--- config.mk ---
export PLATFORM = sky130hd
export DESIGN_NAME = clk_div_n
export DESIGN_NICKNAME = d
export VERILOG_FILES = /design/src/rtl/clk_div_pkg.sv /design/src/rtl/clk_div_cfg.sv /design/src/rtl/clk_div_n.sv
export SDC_FILE = /design/constraint.sdc
export NUM_CORES = 1
export LEC_CHECK = 0
export ABC_AREA = 1
export BUFFER_PORTS_ARGS = -buffer_cell sky130_fd_sc_hd__buf_4
export CORE_ASPECT_RATIO = 2
export CORE_MARGIN = 2
export CORE_UTILIZATION = 53
export DETAILED_ROUTE_END_ITERATION = 16
export GPL_ROUTABILITY_DRIVEN = 0
export PLACE_DENSITY = 0.77
export SLEW_MARGIN = 20
export SYNTH_ARGS = -nofsm -noshare
export SYNTH_HDL_FRONTEND = slang
export SYNTH_SLANG_ARGS = --single-unit
--- constraint.sdc ---
create_clock -name clk -period 2.8 [get_ports clk]
set_clock_uncertainty 0.15 [all_clocks]
set_input_delay 0.56 -clock clk [delete_from_list [all_inputs] [get_ports clk]]
set_output_delay 0.56 -clock clk [all_outputs]
set_load 0.05 [all_outputs]
--- src/rtl/clk_div_pkg.sv ---
// Shared constants, request encoding and divisor helpers for the clk_div_n divider.
// Helper functions take 32-bit arguments, so WIDTH is limited to 32 bits.
package clk_div_pkg;

  localparam int CLK_DIV_DEFAULT_WIDTH = 8;

  // Decoded form of a divisor load request in the current cycle.
  typedef enum logic [1:0] {
    CFG_IDLE   = 2'd0,
    CFG_STAGE  = 2'd1,
    CFG_REJECT = 2'd2
  } cfg_req_e;

  // Cycles clk_out spends high per period: ceil(N/2).
  function automatic logic [31:0] high_time(input logic [31:0] n);
    return n - (n >> 1);
  endfunction

  function automatic logic is_valid_div(input logic [31:0] n);
    return (n != 32'd0);
  endfunction

endpackage

--- src/rtl/clk_div_cfg.sv ---
// Divisor configuration for clk_div_n: pending/active divisor registers,
// same-cycle bypass at period boundaries and rejection of a zero divisor.
module clk_div_cfg
  import clk_div_pkg::*;
#(
  parameter int WIDTH       = CLK_DIV_DEFAULT_WIDTH,
  parameter int DEFAULT_DIV = 11
) (
  input  logic             clk,
  input  logic             rst,
  input  logic             boundary,
  input  logic             div_load,
  input  logic [WIDTH-1:0] div_in,
  output logic [WIDTH-1:0] div_active,
  output logic [WIDTH-1:0] div_next,
  output logic             div_pending,
  output logic             cfg_err,
  output logic             apply
);

  localparam logic [WIDTH-1:0] DEF_DIV = WIDTH'(DEFAULT_DIV);

  cfg_req_e         req;
  logic [WIDTH-1:0] pend_val;

  always_comb begin
    req = CFG_IDLE;
    if (div_load) begin
      req = is_valid_div(32'(div_in)) ? CFG_STAGE : CFG_REJECT;
    end
  end

  // A load arriving on the boundary itself wins over an older pending value.
  always_comb begin
    div_next = div_active;
    apply    = 1'b0;
    if (boundary) begin
      if (req == CFG_STAGE) begin
        div_next = div_in;
        apply    = 1'b1;
      end else if (div_pending) begin
        div_next = pend_val;
        apply    = 1'b1;
      end
    end
  end

  always_ff @(posedge clk) begin
    if (rst) begin
      div_active  <= DEF_DIV;
      pend_val    <= DEF_DIV;
      div_pending <= 1'b0;
      cfg_err     <= 1'b0;
    end else begin
      cfg_err    <= (req == CFG_REJECT);
      div_active <= div_next;
      if (boundary) begin
        div_pending <= 1'b0;
      end else if (req == CFG_STAGE) begin
        pend_val    <= div_in;
        div_pending <= 1'b1;
      end
    end
  end

endmodule

--- src/rtl/clk_div_n.sv ---
// Runtime-programmable divide-by-N clock divider producing a near-50% clk_out,
// a period-start tick strobe and the current phase count.
module clk_div_n
  import clk_div_pkg::*;
#(
  parameter int WIDTH       = CLK_DIV_DEFAULT_WIDTH,
  parameter int DEFAULT_DIV = 11
) (
  input  logic             clk,
  input  logic             rst,
  input  logic             en,
  input  logic             clr,
  input  logic             div_load,
  input  logic [WIDTH-1:0] div_in,
  output logic             clk_out,
  output logic             tick,
  output logic [WIDTH-1:0] count,
  output logic [WIDTH-1:0] div_active,
  output logic             div_pending,
  output logic             cfg_err
);

  localparam logic [WIDTH-1:0] DEF_DIV = WIDTH'(DEFAULT_DIV);
  localparam logic [WIDTH-1:0] ONE     = WIDTH'(1);

  logic             terminal;
  logic             boundary;
  logic             apply;
  logic [WIDTH-1:0] div_next;
  logic [WIDTH-1:0] clr_div;
  logic [WIDTH-1:0] high;
  logic [WIDTH-1:0] count_inc;

  // clr outranks en, so a cleared cycle is never also treated as a wrap.
  assign terminal  = (count == div_active - ONE);
  assign boundary  = clr | (en & terminal);
  assign clr_div   = apply ? div_next : div_active;
  assign high      = WIDTH'(high_time(32'(div_active)));
  assign count_inc = count + ONE;

  clk_div_cfg #(
    .WIDTH       (WIDTH),
    .DEFAULT_DIV (DEFAULT_DIV)
  ) u_cfg (
    .clk         (clk),
    .rst         (rst),
    .boundary    (boundary),
    .div_load    (div_load),
    .div_in      (div_in),
    .div_active  (div_active),
    .div_next    (div_next),
    .div_pending (div_pending),
    .cfg_err     (cfg_err),
    .apply       (apply)
  );

  // Reset and clr park the phase on the terminal count so the next enabled edge starts a period.
  always_ff @(posedge clk) begin
    if (rst) begin
      count   <= DEF_DIV - ONE;
      clk_out <= 1'b0;
      tick    <= 1'b0;
    end else if (clr) begin
      count   <= clr_div - ONE;
      clk_out <= 1'b0;
      tick    <= 1'b0;
    end else if (en) begin
      if (terminal) begin
        count   <= '0;
        clk_out <= 1'b1;
        tick    <= 1'b1;
      end else begin
        count   <= count_inc;
        clk_out <= (count_inc < high);
        tick    <= 1'b0;
      end
    end else begin
      tick <= 1'b0;
    end
  end

endmodule

==> results of run 1 <==
==> layer usage <==
metal / track usage [%] / wire length (µm)
met3: 2.68 / 385
met5: 0 / 0
met2: 52.9 / 3870
met1: 34.1 / 2740
met4: 11.3 / 305
==> metrics by stage <==
stage	instances	total power, mW	TNS, ns
detailed placement	473	1.11	-0.0337
floorplan	369	0.917	0
global route	478	1.59	-0.00103
finish	478	1.50	0
global placement	473	1.09	0
CTS	477	1.44	0
==> cells by family after synthesis <==
logic type / count (synthesis) / synth area share (%)
DFF: 28 / 22.9
adders and majority gates: 25 / 13.1
xor gates and xnor gates: 14 / 5.62
AOI/OAI and AO/OA: 57 / 13.5
and+or+nand+nor: 187 / 35.0
buffers and inverters: 58 / 9.86
==> layout make-up <==
class	instances	area share, %
Multi-Input combinational cell	283	56.9
Sequential cell	28	18.4
Timing Repair Buffer	56	13.8
Inverter	52	6.44
Tap cell	55	2.21
Clock buffer	3	1.33
Clock inverter	1	0.966
==> synthesized netlist by cell type, drive strengths merged <==
| library cell | number | area share [%] |
|---|---|---|
| nand2 | 115 | 19 |
| inv | 51 | 8.0 |
| nand3 | 35 | 8.5 |
| nor2 | 29 | 5.2 |
| dfxtp | 28 | 23 |
| a21oi | 25 | 5.4 |
| ha | 24 | 12 |
| o21ai | 23 | 5.5 |
| xor2 | 13 | 5.3 |
| nand4 | 4 | 1.0 |
| buf | 3 | 1.2 |
| clkbuf | 3 | 0.46 |
| o211ai | 3 | 0.92 |
| nor3 | 2 | 0.41 |
| o31ai | 2 | 0.61 |
| a211oi | 1 | 0.31 |
| a21o | 1 | 0.31 |
| a31oi | 1 | 0.26 |
| clkinv | 1 | 0.15 |
| fa | 1 | 0.82 |
| nor4 | 1 | 0.26 |
| o22ai | 1 | 0.26 |
| or2 | 1 | 0.26 |
| xnor2 | 1 | 0.36 |
==> worst max path at each step <==
stage                                    from  slack [ns]               endpoint
2_1_floorplan  u_cfg.div_active[2]$_SDFF_PP0_        0.01   clk_out$_SDFFE_PP0P_
3_3_place_gp   u_cfg.div_active[2]$_SDFF_PP0_        0.11   clk_out$_SDFFE_PP0P_
3_5_place_dp   u_cfg.div_active[2]$_SDFF_PP0_       -0.03   clk_out$_SDFFE_PP0P_
4_1_cts        u_cfg.div_active[2]$_SDFF_PP0_        0.02   clk_out$_SDFFE_PP0P_
5_1_grt        u_cfg.div_active[1]$_SDFF_PP1_      -0.001   clk_out$_SDFFE_PP0P_
6_report       u_cfg.div_active[0]$_SDFF_PP1_        0.14  count[7]$_SDFFE_PP0P_
==> flip-flops by register name, summed over array words and instances (netlist names) <==
name               cells
clk_out                1
u_cfg.pend_val         8
u_cfg.div_active       8
u_cfg.div_pending      1
u_cfg.cfg_err          1
count                  8
tick                   1
==> critical path, stage by stage, from the launching register on <==
cell	delay [ns]
dfxtp_2	0.37
inv_4	0.07
ha_4	0.18
inv_1	0.07
nand2_1	0.06
nand3_1	0.07
nand2_1	0.08
nor2_2	0.14
nand2_2	0.07
nor2_4	0.16
nand3_4	0.15
buf_4	0.19
nand3_1	0.12
nand2_4	0.10
nor2_2	0.19
nand2_2	0.09
o21ai_2	0.14
nand3_2	0.09
a21oi_2	0.11
==> power by group through the flow <==
| stage | Combinational (mW) | Clock (mW) | Sequential, mW |
|---|---|---|---|
| 2_1_floorplan | 0.368 | 0 | 0.549 |
| 3_3_place_gp | 0.618 | 0 | 0.470 |
| 3_5_place_dp | 0.635 | 0 | 0.472 |
| 4_1_cts | 0.639 | 0.339 | 0.463 |
| 5_1_grt | 0.768 | 0.354 | 0.468 |
| 6_report | 0.703 | 0.335 | 0.465 |
==> repair_timing <==
action	CTS	global route
resized for setup	1	31
hold buffers	0	0
pin swaps	0	12
setup buffers	0	2
endpoints found under the setup margin	1	7
==> impl_metrics.py, run 1 <==
metrics = {
    "timing": {
        "clock.fmax_mhz": 375,
        "period_needed_ns": 2.66,
        "setup_viol": 0,
        "hold_violations": 0,
        "timing.final.ws_setup_ns": 0.136,
        "fin_crit_sh_pct": 95.2,
        "drv_slew": 0,
        "relSlewSlack_pct": 59.4,
        "worstMarginPinSlew_ns": 0.607,
        "whs_ns": 0.316,
    },
    "power": {
        "p_sw_share_pct": 41.2,
        "p_int_mw": 0.884,
        "vdd_drop_max_mv": 0.420,
        "p_leak_nw": 1.52,
        "p_seq_share_pct": 30.9,
        "p_comb_share_pct": 46.8,
        "clockPowerShare_pct": 22.3,
        "power_density_nw_per_um2": 484,
        "switchingPower_mw": 0.619,
    },
    "clocking": {
        "clk_path_buf_depth": 2,
        "cts_root_buf": "clkbuf_8",
        "cts-buffers-inserted": 3,
        "clkTransAtPathRegs_ns": 0.11,
        "h-tree-depth": 1,
        "clock-sinks": 28,
        "tritoncts": "yes",
        "insertion_delay_ns": 0.29,
    },
    "synthesis": {
        "synth-seq-cells": 28,
        "synth.cell_area_um2": 2450,
        "syn-num-nets": 407,
        "synth_cell_types": 38,
        "seq_area_frac_synth_pct": 22.9,
        "syn_area_per_cell_um2": 6.64,
        "syn_inst": 369,
        "yosys_warnings": 0,
    },
    "drt": {
        "routedWlPerCell_um": 15.3,
        "vias_per_cell": 5.52,
        "num_vias": 2639,
        "drt_iter0_drc": 95,
        "antenna_left": 0,
        "routed_wl_um": 7300,
        "drc": 0,
        "drtPass1Iterations": 4,
    },
    "floorplan": {
        "die_h_um": 100,
        "ios": 33,
        "start_util_pct": 54.3,
        "die_x_um": 52.1,
        "die_area_um2": 5220,
        "std_cell_rows": 35,
        "core_area_um2": 4510,
    },
    "critical_path": {
        "path_max_fanout": 7,
        "start_kind": "flip-flop",
        "critical_path_required_ns": 2.88,
        "r2r-start": "u_cfg.div_active[0]$_SDFF_PP1_",
        "r2r-end": "count[7]$_SDFFE_PP0P_",
        "end_kind": "flip-flop",
        "reg2reg_setup_slack_ns": 0.14,
        "cp.arrival_ns": 2.74,
        "critPathKind": "flip-flop to flip-flop",
        "r2r.worst_path.cells": 18,
    },
    "layout": {
        "diodes": 0,
        "drive_gt1_share_pct": 29.3,
        "num-fill-cells": 380,
        "multi_input_area_um2": 1770,
        "final_area_um2": 3110,
        "layout_commonest_cell": "nand2_1",
        "area_delta_synth_final_pct": 26.9,
        "final_cell_mix": "101 x nand2_1, 54 x buf_4, 38 x inv_1",
        "ff_latch_area_um2": 572,
        "finalCoreUtilization_pct": 68.9,
        "fin_nets": 462,
    },
    "global_routing": {
        "grt_pass1_vias": 2573,
        "grt_first_pass_wirelength_um": 11700,
        "grt_usage_pct": 29.3,
        "antenna_found_initial": 0,
        "gr-total-overflow": 0,
        "grt_max_degree": 17,
    },
    "min_path": {
        "min_delay_worst_endpoint": "u_cfg.pend_val[7]$_SDFFE_PP0P_",
        "hold_path_depth": 2,
        "hp-start": "u_cfg.pend_val[7]$_SDFFE_PP0P_",
        "hold_path.class": "flip-flop to flip-flop",
    },
    "run_status": {
        "status": "complete, no violations",
    },
    "flow_run": {
        "maxCapViolations": 0,
    },
    "placed_design": {
        "hpwlAfterDp_um": 5620,
        "dp_slack_ns": -0.0337,
        "dpl_cell_area_um2": 2900,
        "io_buffers": 32,
    },
}
Power figures use the tool's default switching activity.
==> run 2: changes to the inputs <==
--- a/config.mk
+++ b/config.mk
@@ -6,13 +6,13 @@
 export NUM_CORES = 1
 export LEC_CHECK = 0
 export ABC_AREA = 1
-export BUFFER_PORTS_ARGS = -buffer_cell sky130_fd_sc_hd__buf_4
 export CORE_ASPECT_RATIO = 2
 export CORE_MARGIN = 2
-export CORE_UTILIZATION = 53
+export CORE_UTILIZATION = 55
 export DETAILED_ROUTE_END_ITERATION = 16
+export DONT_BUFFER_PORTS = 1
 export GPL_ROUTABILITY_DRIVEN = 0
-export PLACE_DENSITY = 0.77
+export PLACE_DENSITY = 0.73
 export SLEW_MARGIN = 20
 export SYNTH_ARGS = -nofsm -noshare
 export SYNTH_HDL_FRONTEND = slang
==> impl_metrics.py, run 2 (same netlist as run 1, synthesis figures left out) <==
metrics = {
    "run_status": {
        "status": "complete, no violations",
    },
    "timing": {
        "clock.fmax_mhz": 377,
        "relSlewSlack_pct": 50.5,
        "setup_viol": 0,
        "drv_slew": 0,
        "tns_ns": 0,
        "worstMarginPinSlew_ns": 0.743,
        "period_needed_ns": 2.65,
        "fin_crit_sh_pct": 94.7,
        "hold_violations": 0,
    },
    "flow_run": {
        "maxCapViolations": 0,
    },
    "critical_path": {
        "critical_path_required_ns": 2.89,
        "start_kind": "flip-flop",
        "critPathKind": "flip-flop to flip-flop",
        "path_max_fanout": 5,
        "r2r.worst_path.cells": 17,
        "cp.arrival_ns": 2.74,
        "end_kind": "flip-flop",
    },
    "power": {
        "power_density_nw_per_um2": 475,
        "p_leak_nw": 1.38,
        "vdd_drop_max_mv": 0.401,
    },
    "drt": {
        "drc": 0,
        "vias_per_cell": 5.40,
        "routed_wl_um": 6630,
        "drt_iter0_drc": 73,
        "drtPass1Iterations": 4,
        "num_vias": 2431,
        "antenna_left": 0,
        "routedWlPerCell_um": 14.7,
    },
    "layout": {
        "area_delta_synth_final_pct": 15.7,
        "biggestRegsByFlops": "count (8), u_cfg.div_active (8), u_cfg.pend_val (8)",
        "final_cell_mix": "100 x nand2_1, 41 x inv_1, 29 x nand3_1",
        "num-fill-cells": 409,
        "finalCoreUtilization_pct": 66.0,
        "layout_commonest_cell": "nand2_1",
        "multi_input_area_um2": 1730,
        "drive_gt1_share_pct": 24.0,
        "stdcell_count": 450,
        "diodes": 0,
        "ff_latch_area_um2": 572,
        "fin_nets": 435,
    },
    "min_path": {
        "hold_path.class": "primary input to flip-flop",
        "hold_path_depth": 1,
    },
    "clocking": {
        "cts_root_buf": "clkbuf_8",
        "tritoncts": "yes",
        "clkTransAtPathRegs_ns": 0.10,
        "insertion_delay_ns": 0.28,
        "cts-buffers-inserted": 3,
        "postCtsSetupBuffers": 0,
        "h-tree-depth": 1,
        "clk_path_buf_depth": 2,
        "clock-sinks": 28,
    },
    "global_routing": {
        "gr-total-overflow": 0,
        "grt_pass1_vias": 2437,
        "grt_max_degree": 16,
        "grt_first_pass_wirelength_um": 10800,
        "grt_usage_pct": 28.2,
        "antenna_found_initial": 0,
    },
    "floorplan": {
        "die_x_um": 51.2,
        "std_cell_rows": 34,
        "die_h_um": 98.4,
        "core_area_um2": 4300,
        "ios": 33,
        "die_area_um2": 5040,
        "start_util_pct": 57.0,
    },
    "placed_design": {
        "dp.cells": 446,
        "io_buffers": 0,
        "hpwlAfterDp_um": 5270,
    },
}
## run 2: power breakdown
| group | internal, mW | total [mW] | switching, mW |
|---|---|---|---|
| Sequential | 0.429 | 0.468 | 0.0390 |
| Clock | 0.0991 | 0.237 | 0.138 |
| Combinational | 0.234 | 0.641 | 0.408 |
## run 2: metrics by stage
step	instance area (µm²)	total power, mW	setup slack (ns)	hold slack (ns)
finish	2830	1.35	0.149	0.174
global route	2830	1.44	-0.0255	0.173
CTS	2750	1.30	0.0229	0.177
detailed placement	2710	1.07	-0.0714	0.298
global placement	2710	1.05	0.0720	0.292
floorplan	2460	0.917	0.0113	0.279
## run 2: final cells by class
| type | count | area share (%) |
|---|---|---|
| Inverter | 52 | 7.06 |
| Multi-Input combinational cell | 283 | 61.0 |
| Sequential cell | 28 | 20.2 |
| Timing Repair Buffer | 29 | 7.81 |
| Tap cell | 54 | 2.38 |
| Clock inverter | 1 | 0.132 |
| Clock buffer | 3 | 1.46 |
## run 2: repair_timing
action                                  in CTS  in global routing
endpoints found under the setup margin       1                 11
hold buffers                                 0                  0
hold endpoints to repair                     0                  0
resized for setup                            1                 24
pin swaps                                    0                  4
gates cloned                                 0                  0
## run 2: critical path, stage by stage, from the launching register on
cell	delay, ns
dfxtp_4	0.36
inv_1	0.08
buf_4	0.17
ha_1	0.20
a21oi_2	0.16
o31ai_2	0.10
a21oi_2	0.17
o21ai_1	0.12
a21oi_1	0.15
nor2_1	0.06
nor2_1	0.11
xor2_1	0.17
ha_1	0.26
nand3_1	0.09
nand3_1	0.06
nand3_1	0.07
nand3_1	0.07
inv_1	0.06
## run 2: path summary, 6_finish.rpt
kind | from | slack, ns | endpoint
setup / recovery | u_cfg.div_active[2]$_SDFF_PP0_ | 0.15 | clk_out$_SDFFE_PP0P_
hold / removal | rst | 0.17 | u_cfg.div_active[4]$_SDFF_PP0_
setup reg to reg | u_cfg.div_active[2]$_SDFF_PP0_ | 0.15 | clk_out$_SDFFE_PP0P_
hold reg to reg | u_cfg.pend_val[4]$_SDFFE_PP0P_ | 0.31 | u_cfg.pend_val[4]$_SDFFE_PP0P_
## run 2: layer usage
layer	vias up	wire [µm]	GRT usage [%]
met1	1127	2460	29.4
met4	0	240	15.2
met5	-	0	0
li1	1241	-	-
met3	17	176	2.60
met2	46	3750	52.4
